[config.mk]
export PLATFORM = sky130hd
export DESIGN_NAME = uart_tx_sched
export DESIGN_NICKNAME = d
export VERILOG_FILES = /design/src/rtl/uart_tx_sched.sv
export SDC_FILE = /design/constraint.sdc
export NUM_CORES = 1
export LEC_CHECK = 0
export ABC_AREA = 1
export CAP_MARGIN = 20
export CORE_UTILIZATION = 45
export CTS_CLUSTER_DIAMETER = 60
export DETAILED_ROUTE_END_ITERATION = 7
export PLACE_DENSITY = 0.88
export SYNTH_ARGS = -nofsm -noshare
export SYNTH_HDL_FRONTEND = slang
export SYNTH_SLANG_ARGS = --single-unit
[constraint.sdc]
create_clock -name clk -period 2.2 [get_ports clk]
set_clock_uncertainty 0.05 [all_clocks]
set_input_delay 0.44 -clock clk [delete_from_list [all_inputs] [get_ports clk]]
set_output_delay 0.44 -clock clk [all_outputs]
set_load 0.005 [all_outputs]
[src/rtl/uart_tx_sched.sv]
// Round-robin scheduler sharing one UART transmitter among NUM_REQ requesters.
// Latches the winner's byte, pulses start, tracks busy and reports done/err to the owner.
module uart_tx_sched #(
    parameter int unsigned NUM_REQ      = 4,
    parameter int unsigned DATA_W       = 8,
    parameter int unsigned BUSY_TIMEOUT = 8
) (
    input  logic                         clk,
    input  logic                         reset,
    input  logic [NUM_REQ-1:0]           req,
    input  logic [NUM_REQ*DATA_W-1:0]    req_data,
    output logic [NUM_REQ-1:0]           ack,
    output logic [NUM_REQ-1:0]           done,
    output logic                         err,
    output logic [$clog2(NUM_REQ)-1:0]   grant_id,
    output logic                         active,
    output logic                         uart_start,
    output logic [DATA_W-1:0]            uart_data,
    input  logic                         uart_busy
);

    localparam int unsigned IDX_W = $clog2(NUM_REQ);
    localparam int unsigned CNT_W = $clog2(BUSY_TIMEOUT);

    typedef enum logic [1:0] {StIdle, StStart, StWaitHi, StWaitLo} state_e;

    state_e              state_q, state_d;
    logic [IDX_W-1:0]    rr_q, rr_d;
    logic [IDX_W-1:0]    grant_q, grant_d;
    logic [CNT_W-1:0]    cnt_q, cnt_d;
    logic [DATA_W-1:0]   data_q, data_d;
    logic [NUM_REQ-1:0]  ack_q, ack_d, done_q, done_d;
    logic                err_q, err_d, start_q, start_d, active_q, active_d;

    logic                win_found;
    logic [IDX_W-1:0]    win_idx;
    logic [DATA_W-1:0]   win_data;
    logic [IDX_W:0]      idx_ext;
    logic [IDX_W-1:0]    next_ptr;

    // First requester at or above the rr pointer, wrapping modulo NUM_REQ.
    always_comb begin
        win_found = 1'b0;
        win_idx   = '0;
        win_data  = '0;
        idx_ext   = '0;
        for (int unsigned k = 0; k < NUM_REQ; k++) begin
            idx_ext = {1'b0, rr_q} + (IDX_W+1)'(k);
            if (idx_ext >= (IDX_W+1)'(NUM_REQ)) begin
                idx_ext = idx_ext - (IDX_W+1)'(NUM_REQ);
            end
            if (!win_found && req[idx_ext[IDX_W-1:0]]) begin
                win_found = 1'b1;
                win_idx   = idx_ext[IDX_W-1:0];
                win_data  = req_data[int'(idx_ext)*DATA_W +: DATA_W];
            end
        end
    end

    assign next_ptr = (grant_q == IDX_W'(NUM_REQ-1)) ? '0 : grant_q + IDX_W'(1);

    always_comb begin
        state_d  = state_q;
        rr_d     = rr_q;
        grant_d  = grant_q;
        cnt_d    = cnt_q;
        data_d   = data_q;
        active_d = active_q;
        ack_d    = '0;
        done_d   = '0;
        err_d    = 1'b0;
        start_d  = 1'b0;
        case (state_q)
            StIdle: begin
                if (win_found && !uart_busy) begin
                    ack_d[win_idx] = 1'b1;
                    grant_d        = win_idx;
                    data_d         = win_data;
                    active_d       = 1'b1;
                    state_d        = StStart;
                end
            end
            StStart: begin
                start_d = 1'b1;
                cnt_d   = '0;
                state_d = StWaitHi;
            end
            StWaitHi: begin
                if (uart_busy) begin
                    state_d = StWaitLo;
                end else if (cnt_q == CNT_W'(BUSY_TIMEOUT-1)) begin
                    err_d    = 1'b1;
                    active_d = 1'b0;
                    rr_d     = next_ptr;
                    state_d  = StIdle;
                end else begin
                    cnt_d = cnt_q + CNT_W'(1);
                end
            end
            StWaitLo: begin
                if (!uart_busy) begin
                    done_d[grant_q] = 1'b1;
                    active_d        = 1'b0;
                    rr_d            = next_ptr;
                    state_d         = StIdle;
                end
            end
            default: state_d = StIdle;
        endcase
    end

    always_ff @(posedge clk or negedge reset) begin
        if (!reset) begin
            state_q  <= StIdle;
            rr_q     <= '0;
            grant_q  <= '0;
            cnt_q    <= '0;
            data_q   <= '0;
            ack_q    <= '0;
            done_q   <= '0;
            err_q    <= 1'b0;
            start_q  <= 1'b0;
            active_q <= 1'b0;
        end else begin
            state_q  <= state_d;
            rr_q     <= rr_d;
            grant_q  <= grant_d;
            cnt_q    <= cnt_d;
            data_q   <= data_d;
            ack_q    <= ack_d;
            done_q   <= done_d;
            err_q    <= err_d;
            start_q  <= start_d;
            active_q <= active_d;
        end
    end

    assign ack        = ack_q;
    assign done       = done_q;
    assign err        = err_q;
    assign grant_id   = grant_q;
    assign active     = active_q;
    assign uart_start = start_q;
    assign uart_data  = data_q;

endmodule

Word-level counts from Yosys, hierarchy flattened --
Cells that the tools add are included.
Storage, ports and cells: flip-flop bits (word level) 28
Cells by class: $add $sub $neg 9, $lt $le $gt $ge 12, equality and inequality tests 11, shift operators 4, mux-type cells 54, reductions and logical operators 19
Operator list (count):
- $shiftx A32 B7 Y8 | 4
- $mux W8 | 4
- $mux W2 | 12
- $lt A2 B3 Y1 const B | 6
- $mux W1 | 18
- $mux W3 | 6
- $mux W4 | 4
- $ne A2 B2 Y1 const B | 5
- $ge A3 B3 Y1 const B | 3
- $sub A3 B3 Y3 const B | 3
- $bmux W1 S2 | 4
- $pmux W2 S4 | 1
- $add A2 B2 Y3 const B | 2
- $eq A2 B2 Y1 const B | 3
- $logic_and A1 B1 Y1 | 6
- $pmux W3 S2 | 1
- $reduce_and A3 Y1 | 2
- $reduce_and A5 Y1 | 1
- $demux W1 S2 | 2
- $ge A2 B1 Y1 const B | 2
- $logic_not A1 Y1 | 4
- $pmux W2 S2 | 1
- $reduce_and A4 Y1 | 1
- $reduce_bool A2 Y1 | 2
- other kinds (12) | 12

Logic depth before layout (Yosys ltp) --
depth in word-level cells 20, mapped depth 15, mapped depth without buffers 13

Least setup slack after synthesis --
OpenSTA, ideal clock, no wires.
path type flip-flop to flip-flop, start register rr_q[1], end register grant_q[0] (netlist: grant_id[0]), library setup time 0.121 ns, arrival 1.986 ns, required time 2.029 ns, setup slack 0.043 ns, cell stages (with the launch flop) 14, path through dfrtp_1 > inv_1 > clkbuf_1 > ha_1 > inv_1 > nand3_1 > nand2_2 > inv_2 > nor2_8 > nand2_2 > nand2_1 > nand2_1 > nand3_1 > nand2_1
On the way: cells in the longest elaborated chain, start to end 16, elaborated cells on any way between the ends 39, classes of those cells add/sub: 7; order compare: 4; mux: 20; reduce/logical: 8
RTL lines:
- start: declaration | line 28 | logic [IDX_W-1:0] rr_q, rr_d;
- start signal: assignment | line 126 | rr_q <= rr_d;
- branches (longest 16 deep; another with $add A2 B1 Y3)
- end signal: assignment | line 127 | grant_q <= grant_d;
- end: declaration | line 29 | logic [IDX_W-1:0] grant_q, grant_d;
Several ways; the timed one is not identified. The select of a mux whose other input is x is not followed. A chain may end at the register's enable or synchronous reset.

Worst setup path after layout --
start register rr_q[0], end register ack_q[3] (netlist: ack[3])
On the way: cells in the longest elaborated chain, start to end 20, elaborated cells on any way between the ends 45, classes of those cells add/sub: 7; order compare: 6; mux: 24; reduce/logical: 8
RTL lines:
- branches (longest 18 deep; another with $add A2 B1 Y3)
- $mux W4 (*) | line 75 | if (win_found && !uart_busy) begin
- $mux W4 (*) | line 73 | case (state_q)
- net ack_d[3] | line 32 | logic [NUM_REQ-1:0] ack_q, ack_d, done_q, done_d;
- end signal: assignment | line 130 | ack_q <= ack_d;
- end: declaration | line 32
Mark *: on every way through the listed nets, which the timed path passes. The select of a mux whose other input is x is not followed.

==> flow_summary.yaml <==
power:
  power.switching_mw: 2.61
  p_int_mw: 2.21
  power_density_nw_per_um2: 1460
  max-vdd-ir-drop_mv: 0.897
  power_frac_clock_pct: 5.6
  power_frac_comb_pct: 77.3
  p_leak_nw: 1.76
  seq_power_share_pct: 17.1
  swShare_pct: 54.2
worst_setup_path:
  cp_max_fo: 16
  critPathKind: "flop to flop"
  end_kind: "flop"
  r2r-start: "rr_q[0]$_DFFE_PN0P_"
  worstPathArrival_ns: 2.17
  worst_setup_path_start_kind: "flop"
  crit_required_ns: 2.35
  cp-startpoint: "rr_q[0]$_DFFE_PN0P_"
place:
  place_congestion: 0.866
  placed_area_sq_um: 3260
  port_buffers: 59
  dp_slack_ns: 0.00945
  dp_hpwl_mm: 5.16
floorplan:
  start_util_pct: 46.9
  rows: 27
  die_area_sq_um: 6050
  coreArea_sq_um: 5510
  die_x_um: 77.8
  die_h_um: 77.8
  num_io_pins: 60
timing:
  maxSlewViolCount: 0
  worst_pin_slew_ns: 0.407
  relSlewSlack_pct: 72.7
  setup_ws_ns: 0.185
  whs_ns: 0.439
  setup_viol: 0
  period_share_pct: 91.6
  rsz0062_at_grt: "no"
  hold_violations: 0
  setup_tns_ns: 0
  max_freq_mhz: 496
  post-route-min-period_ns: 2.01
synth:
  synth_seq_cells: 28
  yosysTopAreaCellShare_pct: 27.1
  syn_inst: 428
  seq_area_frac_synth_pct: 27.1
  yosys_warnings: 0
  syn_area_sq_um: 2580
  ys_top_cells_by_area: "dfrtp_1, nand2_1, o21ai_0"
  syn_nets: 481
  ys_types: 30
  synth.avg_cell_area_sq_um: 6.04
  synth_top_cell_by_area: "dfrtp_1"
clocking:
  cts_buffers: 3
  cts_resized: 0
  cts_hold_buf: 0
  clock_path_buffers: 2
  clk_pin_slew_ns: 0.09
  ctsRootBufferMaster: "clkbuf_8"
  insertion_delay_ns: 0.27
  cts_tree: "built"
  clock-sinks: 28
  cts_htree_levels: 1
  cts_setup_buffers: 0
global_routing:
  grt_pass1_wl_mm: 11.3
  grt_overflow: 0
  grt_max_degree: 37
  grt_usage_pct: 22.7
  grt_pass1_vias: 2611
  antenna_found_initial: 0
drt:
  drc: 0
  drt_wl_total_mm: 6.68
  drtPass1Iterations: 5
  first_iter_violations: 177
  wire_per_inst_um: 12.0
  ant_nets: 0
  vias: 2832
  vias_per_cell: 5.08
cells_and_area:
  nets: 540
  fin_util_pct: 60.1
  diodes: 0
  layout_common_cells: "nand2_1, clkdlybuf4s50_1, inv_1, o21ai_0, nand3_1"
  final_cell_area_sq_um: 3310
  area_growth_pct: 28.2
  layout_commonest_cell: "nand2_1"
  drive_gt1_share_pct: 7.84
flow_run:
  cap_violations: 0
hold_path:
  hold_start: "uart_data[2]$_DFFE_PN0P_"
  holdCritPathClass: "flop to flop"
run_status:
  status: "finished, final reports clean"
-- Yosys cell counts --
library cell and n:
nor2_1 27, a21boi_0 7, nand2_2 8, inv_1 40, inv_4 1, nor2_4 2, o21ai_0 40, a21oi_1 3
buf_2 7, inv_2 4, a22o_1 2, or2_2 1, nand2_4 1, o22ai_1 1, buf_6 2, nor3_1 1
ha_1 14, o21ai_1 1, clkinv_1 1, nand3_2 2, dfrtp_1 28, buf_1 1, buf_4 1, nand3_1 38
nand4_1 2, o21bai_1 1, nand2_1 184, clkbuf_1 6, nor2_8 1, a21o_1 1
-- routing by layer --
metal / vias to the layer above / global-route usage [%] / wire (um)
met4: 0 / 4.91 / 45
met2: 90 / 41.7 / 3310
li1: 1452 / - / -
met1: 1284 / 27.7 / 2950
met3: 6 / 3.41 / 369
met5: - / 0 / 0
-- sequential cells by signal, summed over array words and instances (netlist names) --
signal,count
active,1
cnt_q,3
state_q,2
done,4
uart_start,1
rr_q,2
uart_data,8
err,1
grant_id,2
ack,4
-- worst paths after layout --
kind / to / slack [ns] / depth (start not counted)
max: ack[3]$_DFF_PN0_ / 0.19 / 12
min: uart_data[2]$_DFFE_PN0P_ / 0.44 / 2
min in group asynchronous: uart_data[4]$_DFFE_PN0P_ / 0.49 / 2
min reg2reg: uart_data[2]$_DFFE_PN0P_ / 0.44 / 2
max in group asynchronous: uart_data[2]$_DFFE_PN0P_ / 1.35 / 2
max reg2reg: ack[3]$_DFF_PN0_ / 0.19 / 12
-- power groups by stage --
stage | clock network, mW | logic (mW) | registers [mW]
after floorplan | 0 | 2.62 | 0.822
after global placement | 0 | 3.52 | 0.829
after detailed placement | 0 | 3.63 | 0.836
after CTS | 0.275 | 3.65 | 0.827
after global routing | 0.298 | 4.21 | 0.851
final | 0.269 | 3.73 | 0.825
-- layout make-up --
cell class	count	area (sq um)
fill	532	2190
inverter	46	179
multi-input combinational	338	1630
tap	72	90.1
clock buffer	3	41.3
timing repair buffer	70	673
sequential	28	701
-- worst max-delay path: stages (launching register included) --
cell and delay [ns]:
dfrtp_1 0.42, inv_4 0.13, buf_4 0.24, nand2_4 0.07, nand2_2 0.06, nand2_2 0.06, nand2_2 0.17, inv_1 0.09
nand4_1 0.14, nand3_2 0.12, inv_2 0.14, nand3_1 0.13, nor2_1 0.12
-- cells by family after synthesis --
logic type | after synthesis | share of synthesized area (%)
AND/OR/NAND/NOR | 267 | 43.7
buffers and inverters | 63 | 10.3
AO/OA/AOI/OAI | 56 | 12.1
flip-flops | 28 | 27.1
adder cells (fa/ha/maj) | 14 | 6.78
-- per-stage QoR --
stage | cells | total power [mW]
floorplan | 428 | 3.44
global placement | 553 | 4.35
detailed placement | 553 | 4.47
CTS | 556 | 4.75
global route | 557 | 5.36
finish | 557 | 4.82
(Power assumes the default switching activity.)
